<file path="config.mk">
export PLATFORM = sky130hd
export DESIGN_NAME = flp_burst_tx
export DESIGN_NICKNAME = d
export VERILOG_FILES = /design/src/rtl/flp_pkg.sv /design/src/rtl/flp_period_timer.sv /design/src/rtl/flp_burst_tx.sv
export SDC_FILE = /design/constraint.sdc
export NUM_CORES = 1
export LEC_CHECK = 0
export CORE_MARGIN = 5
export CORE_UTILIZATION = 55
export CTS_BUF_LIST = sky130_fd_sc_hd__clkbuf_4 sky130_fd_sc_hd__clkbuf_8
export DETAILED_ROUTE_END_ITERATION = 12
export GPL_ROUTABILITY_DRIVEN = 0
export PLACE_DENSITY_LB_ADDON = 0.05
export SYNTH_ARGS = -nofsm -noshare
export SYNTH_HDL_FRONTEND = slang
export SYNTH_SLANG_ARGS = --single-unit
</file>
<file path="constraint.sdc">
create_clock -name clk -period 7.35 [get_ports clk]
set_input_delay 1.47 -clock clk [delete_from_list [all_inputs] [get_ports clk]]
set_output_delay 1.47 -clock clk [all_outputs]
set_load 0.05 [all_outputs]
</file>
<file path="src/rtl/flp_pkg.sv">
// Shared types and constants for the link-pulse burst transmitter.
package flp_pkg;

    typedef enum logic [1:0] {
        ST_IDLE  = 2'd0,
        ST_PULSE = 2'd1,
        ST_GAP   = 2'd2,
        ST_WAIT  = 2'd3
    } flp_state_e;

    localparam logic MODE_NLP = 1'b0;
    localparam logic MODE_FLP = 1'b1;

    function automatic int flp_slots(input int word_w);
        return 2 * word_w + 1;
    endfunction

endpackage

</file>
<file path="src/rtl/flp_period_timer.sv">
// Burst period counter with a slot phase counter; flags terminal count,
// last cycle of a slot and last cycle of a pulse.
module flp_period_timer #(
    parameter int SLOT_CYC  = 1250,
    parameter int BURST_CYC = 320000,
    parameter int PULSE_CYC = 2,
    parameter int CNT_W     = 20
) (
    input  logic clk,
    input  logic rst_n,
    input  logic clr,
    input  logic run,
    output logic tc,
    output logic slot_end,
    output logic pulse_end
);

    localparam int PH_W = $clog2(SLOT_CYC);

    logic [CNT_W-1:0] cnt_q, cnt_d;
    logic [PH_W-1:0]  ph_q, ph_d;

    // next counter values: clear wins over run
    always_comb begin
        cnt_d = cnt_q;
        ph_d  = ph_q;
        if (clr) begin
            cnt_d = {CNT_W{1'b0}};
            ph_d  = {PH_W{1'b0}};
        end else if (run) begin
            cnt_d = cnt_q + CNT_W'(1);
            if (ph_q == PH_W'(SLOT_CYC - 1)) begin
                ph_d = {PH_W{1'b0}};
            end else begin
                ph_d = ph_q + PH_W'(1);
            end
        end else begin
            cnt_d = cnt_q;
            ph_d  = ph_q;
        end
    end

    // counter registers
    always_ff @(posedge clk or negedge rst_n) begin
        if (!rst_n) begin
            cnt_q <= {CNT_W{1'b0}};
            ph_q  <= {PH_W{1'b0}};
        end else begin
            cnt_q <= cnt_d;
            ph_q  <= ph_d;
        end
    end

    assign tc        = (cnt_q == CNT_W'(BURST_CYC - 1));
    assign slot_end  = (ph_q == PH_W'(SLOT_CYC - 1));
    assign pulse_end = (ph_q == PH_W'(PULSE_CYC - 1));

endmodule

</file>
<file path="src/rtl/flp_burst_tx.sv">
// 10BASE-T link pulse transmitter: FLP bursts or single NLPs on a fixed
// period, with a one-deep pending page buffer loaded at burst start.
module flp_burst_tx
    import flp_pkg::*;
#(
    parameter int PULSE_CYC = 2,
    parameter int SLOT_CYC  = 1250,
    parameter int BURST_CYC = 320000,
    parameter int WORD_W    = 16,
    parameter int CNT_W     = 20
) (
    input  logic              clk,
    input  logic              rst_n,
    input  logic              en,
    input  logic              mode,
    input  logic [WORD_W-1:0] page_data,
    input  logic              page_valid,
    output logic              page_ready,
    output logic              tx_p,
    output logic              tx_active,
    output logic              burst_start,
    output logic              burst_done,
    output logic [7:0]        burst_cnt
);

    localparam int SLOTS  = flp_slots(WORD_W);
    localparam int SLOT_W = $clog2(SLOTS);
    localparam int IDX_W  = $clog2(WORD_W);

    flp_state_e        state_q, state_d;
    logic [SLOT_W-1:0] slot_q, slot_d, slot_nxt_s;
    logic [IDX_W-1:0]  data_idx_s;
    logic              mode_q, mode_d;
    logic [WORD_W-1:0] active_q, active_d, pend_q, pend_d;
    logic              pend_full_q, pend_full_d;
    logic              arm_q, arm_d;
    logic [7:0]        burst_cnt_q, burst_cnt_d;
    logic              tx_p_q, tx_p_d, tx_active_q, tx_active_d;
    logic              burst_start_q, burst_start_d, burst_done_q, burst_done_d;
    logic              start_s, done_s, to_idle_s, last_s, accept_s, slot_pulse_s;
    logic              clr_s, run_s, tc_s, slot_end_s, pulse_end_s;

    assign page_ready   = !pend_full_q && !burst_start_q;
    assign accept_s     = page_valid && page_ready;
    assign slot_nxt_s   = slot_q + SLOT_W'(1);
    assign data_idx_s   = IDX_W'(slot_nxt_s >> 1);
    // even slots carry clock pulses, odd slots carry data bits LSB first
    assign slot_pulse_s = !slot_nxt_s[0] || active_q[data_idx_s];
    assign last_s       = (mode_q == MODE_NLP) ? (slot_q == {SLOT_W{1'b0}})
                                               : (slot_q == SLOT_W'(SLOTS - 1));
    assign clr_s        = (state_q == ST_IDLE) || start_s || to_idle_s;
    assign run_s        = !clr_s;

    flp_period_timer #(
        .SLOT_CYC  (SLOT_CYC),
        .BURST_CYC (BURST_CYC),
        .PULSE_CYC (PULSE_CYC),
        .CNT_W     (CNT_W)
    ) u_timer (
        .clk       (clk),
        .rst_n     (rst_n),
        .clr       (clr_s),
        .run       (run_s),
        .tc        (tc_s),
        .slot_end  (slot_end_s),
        .pulse_end (pulse_end_s)
    );

    // next-state, page buffer and output decode
    always_comb begin
        state_d     = state_q;
        slot_d      = slot_q;
        mode_d      = mode_q;
        active_d    = active_q;
        pend_d      = pend_q;
        pend_full_d = pend_full_q;
        burst_cnt_d = burst_cnt_q;
        arm_d       = 1'b0;
        start_s     = 1'b0;
        done_s      = 1'b0;
        to_idle_s   = 1'b0;
        case (state_q)
            ST_IDLE: begin
                // en is registered once so the burst begins one edge later
                if (arm_q) begin
                    start_s = 1'b1;
                end else begin
                    arm_d = en;
                end
            end
            ST_PULSE: begin
                if (pulse_end_s) begin
                    if (last_s) begin
                        state_d = ST_WAIT;
                        done_s  = 1'b1;
                    end else begin
                        state_d = ST_GAP;
                    end
                end else begin
                    state_d = ST_PULSE;
                end
            end
            ST_GAP: begin
                if (slot_end_s) begin
                    slot_d  = slot_nxt_s;
                    state_d = slot_pulse_s ? ST_PULSE : ST_GAP;
                end else begin
                    state_d = ST_GAP;
                end
            end
            ST_WAIT: begin
                if (tc_s) begin
                    if (en) begin
                        start_s = 1'b1;
                    end else begin
                        state_d   = ST_IDLE;
                        to_idle_s = 1'b1;
                    end
                end else begin
                    state_d = ST_WAIT;
                end
            end
            default: begin
                state_d = ST_IDLE;
            end
        endcase

        if (start_s) begin
            state_d = ST_PULSE;
            slot_d  = {SLOT_W{1'b0}};
            mode_d  = mode;
            if (pend_full_q) begin
                active_d    = pend_q;
                pend_full_d = 1'b0;
            end else begin
                active_d = active_q;
            end
        end else begin
            mode_d = mode_q;
        end

        if (done_s) begin
            burst_cnt_d = burst_cnt_q + 8'd1;
        end else begin
            burst_cnt_d = burst_cnt_q;
        end

        if (accept_s) begin
            pend_d      = page_data;
            pend_full_d = 1'b1;
        end else begin
            pend_d = pend_q;
        end

        tx_p_d        = (state_d == ST_PULSE);
        tx_active_d   = (state_d == ST_PULSE) || (state_d == ST_GAP);
        burst_start_d = start_s;
        burst_done_d  = done_s;
    end

    // state, page buffer and registered outputs
    always_ff @(posedge clk or negedge rst_n) begin
        if (!rst_n) begin
            state_q       <= ST_IDLE;
            slot_q        <= {SLOT_W{1'b0}};
            mode_q        <= MODE_NLP;
            active_q      <= {WORD_W{1'b0}};
            pend_q        <= {WORD_W{1'b0}};
            pend_full_q   <= 1'b0;
            arm_q         <= 1'b0;
            burst_cnt_q   <= 8'd0;
            tx_p_q        <= 1'b0;
            tx_active_q   <= 1'b0;
            burst_start_q <= 1'b0;
            burst_done_q  <= 1'b0;
        end else begin
            state_q       <= state_d;
            slot_q        <= slot_d;
            mode_q        <= mode_d;
            active_q      <= active_d;
            pend_q        <= pend_d;
            pend_full_q   <= pend_full_d;
            arm_q         <= arm_d;
            burst_cnt_q   <= burst_cnt_d;
            tx_p_q        <= tx_p_d;
            tx_active_q   <= tx_active_d;
            burst_start_q <= burst_start_d;
            burst_done_q  <= burst_done_d;
        end
    end

    assign tx_p        = tx_p_q;
    assign tx_active   = tx_active_q;
    assign burst_start = burst_start_q;
    assign burst_done  = burst_done_q;
    assign burst_cnt   = burst_cnt_q;

endmodule

</file>
---- After elaboration in Yosys (flattened, before gate mapping) ----
Index checks and enable logic that the tools add are counted.
cells by class
  mux-type cells .......................... 31
  reductions and logical operators ........ 16
  eq/ne operators ......................... 9
  order comparisons ....................... 1
  $add $sub $neg .......................... 4
operators with widths
  operator                                                                       count
  11-bit two-way mux                                                             2
  20-bit by 1-bit adder with 20-bit output (second input constant)               1
  20-bit by 19-bit == test with 1-bit output (second input constant)             1
  20-bit two-way mux                                                             1
  6-bit two-way mux                                                              3
  1-bit two-way mux                                                              16
  2-bit two-way mux                                                              6
  11-bit by 1-bit adder with 11-bit output (second input constant)               1
  11-bit by 1-bit == test with 1-bit output (second input constant)              1
  11-bit == test (second input constant)                                         1
  8-bit by 1-bit adder with 8-bit output (second input constant)                 1
  6-bit by 1-bit adder with 6-bit output (second input constant)                 1
  2-bit == test (second input constant)                                          3
  6-bit == test (second input constant)                                          1
  6-bit zero test                                                                1
  2-bit case mux with 3 select lines                                             1
  2-bit nonzero test                                                             3
  4-bit by 5-bit less-than comparator with 1-bit output (second input constant)  1
  1-bit binary-select mux with 4-bit select                                      1
  2-bit by 1-bit == test with 1-bit output (second input constant)               2
  1-bit logical OR                                                               4
  2-bit AND reduction                                                            2
  1-bit zero test                                                                3
  1-bit logical AND                                                              2
  other kinds (2)                                                                2
word-level totals
  bits in registers ....................... 86
  word-level logic and storage cells ...... 75
  bits of input ports ..................... 21
  output and inout bits ................... 13

---- Logic depth before layout (Yosys ltp) ----
  word-level depth ........................ 10
  gate-level depth with buffers ........... 11
  gate-level depth less buffers ........... 10

---- Hierarchy ----
A second synthesis with hierarchy kept.
second synthesis, totals
  cell total of the unflattened synthesis .. 380
  area total of the unflattened synthesis .. 4344.2 um^2
by module, submodules not included
  module            times used  area an instance (um^2)  seq. area each (um^2)  cells each
  flp_burst_tx      1           2630.0                   1376.3                 206
  flp_period_timer  1           1714.1                   775.7                  174

---- Least setup slack after synthesis ----
No wires, ideal clock.
  kind .................................... input to register
  from .................................... input port en
  to ...................................... register tx_active_q, in the netlist tx_active
  stages on the path ...................... 8
  setup time .............................. 0.063 ns
  buffers on the path ..................... 1
  required time ........................... 7.287 ns
  data arrival time ....................... 2.855 ns
  slack ................................... 4.432 ns
  path through ............................ nand2_1 > or4_4 > o21ai_4 > buf_2 > nor4_1 > a21oi_1 > ha_1 > inv_1
between the ends
  longest elaborated chain between the ends .. 6
  elaborated cells between the ends (all ways) .. 10
  classes of those cells .................. eq/ne (2); mux (7); reduce/logical (1)
RTL lines
  element                                                                    line                 source
  from (decl)                                                                flp_burst_tx.sv:14   input logic en,
  1-bit two-way mux *                                                        flp_burst_tx.sv:113  if (en) begin
  1-bit two-way mux *                                                        flp_burst_tx.sv:112  if (tc_s) begin
  1-bit case mux with 2 select lines *                                       flp_burst_tx.sv:82   case (state_q)
  named net burst_start_d                                                    flp_burst_tx.sv:39   logic burst_start_q, burst_start_d, burst_done_q, burst_done_d;
  2-bit two-way mux *                                                        flp_burst_tx.sv:128  if (start_s) begin
  named net state_d[0]                                                       flp_burst_tx.sv:30   flp_state_e state_q, state_d;
  2-bit by 1-bit == test with 1-bit output or 2-bit == test (tied branches)  flp_burst_tx.sv:156  tx_active_d = (state_d == ST_PULSE) || (state_d == ST_GAP);
  1-bit logical OR *                                                         flp_burst_tx.sv:156
  named net tx_active_d                                                      flp_burst_tx.sv:38   logic tx_p_q, tx_p_d, tx_active_q, tx_active_d;
  to (signal assigned)                                                       flp_burst_tx.sv:186  tx_active_q <= tx_active_d;
  to (decl)                                                                  flp_burst_tx.sv:38
The timed path passes the listed nets; every way through them passes the cells marked *.
A chain may end at the register's enable or synchronous reset.

---- Final worst setup path ----
  from .................................... register pend_full_q
  to ...................................... output port page_ready
between the ends
  longest elaborated chain between the ends .. 2
RTL lines
  element                 line                 source
  from (decl)             flp_burst_tx.sv:35   logic pend_full_q, pend_full_d;
  from (signal assigned)  flp_burst_tx.sv:182  pend_full_q <= pend_full_d;
  1-bit zero test         flp_burst_tx.sv:43   assign page_ready = !pend_full_q && !burst_start_q;
  1-bit logical AND       flp_burst_tx.sv:43
  to (decl)               flp_burst_tx.sv:18   output logic page_ready,
No other way between the ends.

==> run metrics <==
result of the run complete, no violations; Final Cycle Share 43.71%; standard cell area after detailed placement 4516 um^2; starting density of the core between 50% and 60%; Total GRT Usage 17.19%; headroom to the max-slew limit approximately 30%; number of clock buffers inserted by TritonCTS 9; Sequential Area roughly 2200 um^2; Post-CTS Setup Inserts 0; post-layout min period roughly 3.2 ns; combined area of all synthesized cells 4114 um^2; Setup Total Neg Slack 0 ns; Horiz. Die Dim 96.49 um; via count of the first global-routing pass 2649; CTS H-tree depth 3; kind of critical path flip-flop to output pin; Worst VDD drop 0.1051 mV; launch point of the worst path pend_full_q$_DFFE_PN0P_; leading cell type by number of instances after synthesis sky130_fd_sc_hd__dfrtp_1; CTS sink cnt 86; Max Clk Rate 311.2 MHz; Final #Nets 429; syn avg cell area 11.30 um^2; CTS tree built; Site Rows 31; buffers added on ports 33; Boundary Pins 34; Finish-stage setup viols 0; CP Data Required Time 5.88 ns; Final Instance Area 4743 um^2; # hold bufs at CTS 0; die area 9309 um^2; pin count of the biggest net entering global routing 87; power density over the cells 200.9 nW/um^2; detailed-route via count 2681; worst slack, placed 3.841 ns; final worst clock skew 0.008761 ns; area of the core 7253 um^2; synthesis-to-layout area growth 15.30%; origin of the worst min-delay path arm_q$_DFF_PN0_; Initial DRT Pass Iterations 5; Hold Path Cell Cnt 1; number of distinct library cell variants in the gate-level netlist after synthesis 47; antenna-violating nets left 0; fill count 589; Net Count, Synth ~400; clock insertion delay at the later pin of the skew report 0.35 ns; Power, Total 953.1 uW; wire length of the first global-routing pass 12.38 mm; synth cell count leaders 86 x sky130_fd_sc_hd__dfrtp_1, 48 x sky130_fd_sc_hd__nor2_1, 25 x sky130_fd_sc_hd__mux2_2, 23 x sky130_fd_sc_hd__xor2_1, 22 x sky130_fd_sc_hd__nand3_1; Final Worst Setup Slack 4.137 ns; setup repair after global routing missed its margin no; Area contributors post-synth sky130_fd_sc_hd__dfrtp_1 52%, sky130_fd_sc_hd__mux2_2 6.8%, sky130_fd_sc_hd__xor2_1 4.9%; clock-pin slew of the registers on the worst-case setup and hold paths roughly 0.08 ns; fraction of layout instances using a drive strength above 1 14.93%; element type at the critical path end output pin; final count of hold timing violations 0; synthesized instance count 364; pin slew with the least headroom to its limit ~1.1 ns; commonest register cell after synthesis sky130_fd_sc_hd__dfrtp_1; number of antenna violations at the first check in global routing 0; number of maximum-capacitance constraint violations 0; wirelength, routed roughly 7 mm; Worst Path Arrival 1.74 ns; buffer cell driving the clock tree root sky130_fd_sc_hd__clkbuf_8; Yosys warning total 0; area of the multi-input gates 1867 um^2; Gates resized, CTS repair 0; aggregate global routing overflow 0; max-slew violation total from the final report 0; crit start category flip-flop; sequential area share after synthesis 52.31%; length in cells of the worst reg-to-reg path 9; Hold WC Path Type flip-flop to flip-flop; DRC violations left 0; number of enable flip-flop cells after synthesis 0; leak pwr just over 2 nW; Iteration-0 DRC Markers 156; cell type with the highest aggregate area in the netlist sky130_fd_sc_hd__dfrtp_1; Bufs on Longest Clock Path 2; total of flip-flops plus latches after synthesis 86; Avg Vias per Cell 5.351; highest net fanout along the worst path 3; proportion of synthesized flip-flops having asynchronous set or reset 100.0%; Ant. Diodes 0; HPWL Detailed 4.826 mm; top-area cell type share of the netlist area 52.31%; wire per inst around 14 um; floorplan die height 96.49 um; source of the worst register-to-register timing path slot_q[0]$_DFFE_PN0P_
worst max-delay path, stage by stage (launching register included):
cell and delay, ns:
sky130_fd_sc_hd__dfrtp_1 0.43, sky130_fd_sc_hd__nor2_1 0.14, sky130_fd_sc_hd__clkdlybuf4s50_1 0.83
cell type report:
| type | instances | share of cell area (%) |
|---|---|---|
| clock buffers | 11 | 3.060 |
| clock inverters | 5 | 1.741 |
| inverters | 12 | 0.9496 |
| multi-input cells | 255 | 39.36 |
| flip-flops and latches | 86 | 45.37 |
| well taps | 99 | 2.611 |
| repair buffers | 33 | 6.911 |
cell usage in the layout, fill, tap and decap left out, types with 2 or more instances in the layout:
cell type,count
sky130_fd_sc_hd__a21oi_1,8
sky130_fd_sc_hd__and2_1,2
sky130_fd_sc_hd__and3_1,8
sky130_fd_sc_hd__and4_1,3
sky130_fd_sc_hd__bufinv_16,2
sky130_fd_sc_hd__clkbuf_8,10
sky130_fd_sc_hd__clkdlybuf4s50_1,32
sky130_fd_sc_hd__clkinvlp_4,3
sky130_fd_sc_hd__dfrtp_1,86
sky130_fd_sc_hd__ha_1,11
sky130_fd_sc_hd__inv_1,12
sky130_fd_sc_hd__mux2_2,25
sky130_fd_sc_hd__mux2_4,10
sky130_fd_sc_hd__mux2i_1,3
sky130_fd_sc_hd__mux4_2,2
sky130_fd_sc_hd__nand2_1,20
sky130_fd_sc_hd__nand2b_1,2
sky130_fd_sc_hd__nand3_1,22
sky130_fd_sc_hd__nand4_1,8
sky130_fd_sc_hd__nor2_1,48
sky130_fd_sc_hd__nor2b_1,4
sky130_fd_sc_hd__nor3b_1,2
sky130_fd_sc_hd__nor4_1,5
sky130_fd_sc_hd__o21ai_0,7
sky130_fd_sc_hd__o22ai_1,2
sky130_fd_sc_hd__or3_1,5
sky130_fd_sc_hd__xnor2_1,16
sky130_fd_sc_hd__xor2_1,23
power breakdown:
group,internal [mW],switching (mW)
logic,0.0376,0.0221
registers,0.507,0.0174
clock network,0.204,0.164
total,0.749,0.204
cells by family (layout without fill, tap and decap cells):
logic type / after synthesis / in the layout / share of synthesized area (%)
xor gates and xnor gates: 39 / 39 / 8.303
buffers and inverters: 23 / 61 / 2.311
AOI/OAI and AO/OA: 28 / 28 / 4.471
and+or+nand+nor: 137 / 137 / 16.94
DFF: 86 / 86 / 52.31
muxes: 40 / 40 / 12.32
adders and majority gates: 11 / 11 / 3.345
registers in the layout, summed over array words and instances (netlist names):
signal,count
burst_cnt,8
mode_q,1
tx_p,1
active_q,16
pend_q,16
u_timer.cnt_q,20
pend_full_q,1
state_q,2
slot_q,6
burst_start,1
burst_done,1
u_timer.ph_q,11
tx_active,1
arm_q,1
metal layers:
layer	part of all wire [%]	global-route usage, %	wire, um
met3	4.3	4.570	302
met5	0	0	0
met4	1.4	6.659	99
met2	45	25.69	3135
met1	49	24.00	3413
path summary, 6_finish.rpt:
check                                              endpoint  slack, ns
worst max-delay path                             page_ready       4.14
worst min-delay path                        arm_q$_DFF_PN0_       0.45
worst max register to register          tx_active$_DFF_PN0_       4.31
worst min register to register              arm_q$_DFF_PN0_       0.45
max in group asynchronous         u_timer.ph_q[1]$_DFF_PN0_       5.36
min in group asynchronous       u_timer.cnt_q[18]$_DFF_PN0_       1.27
metrics by stage:
stage	hold WS [ns]	util, %	cells
after global placement	0.4353	62.26	485
after detailed placement	0.4414	62.26	485
after floorplan	0.4213	-	364
final	0.4464	65.40	501
after global routing	0.4613	65.40	501
after CTS	0.4518	65.40	501
(Power assumes the default switching activity.)
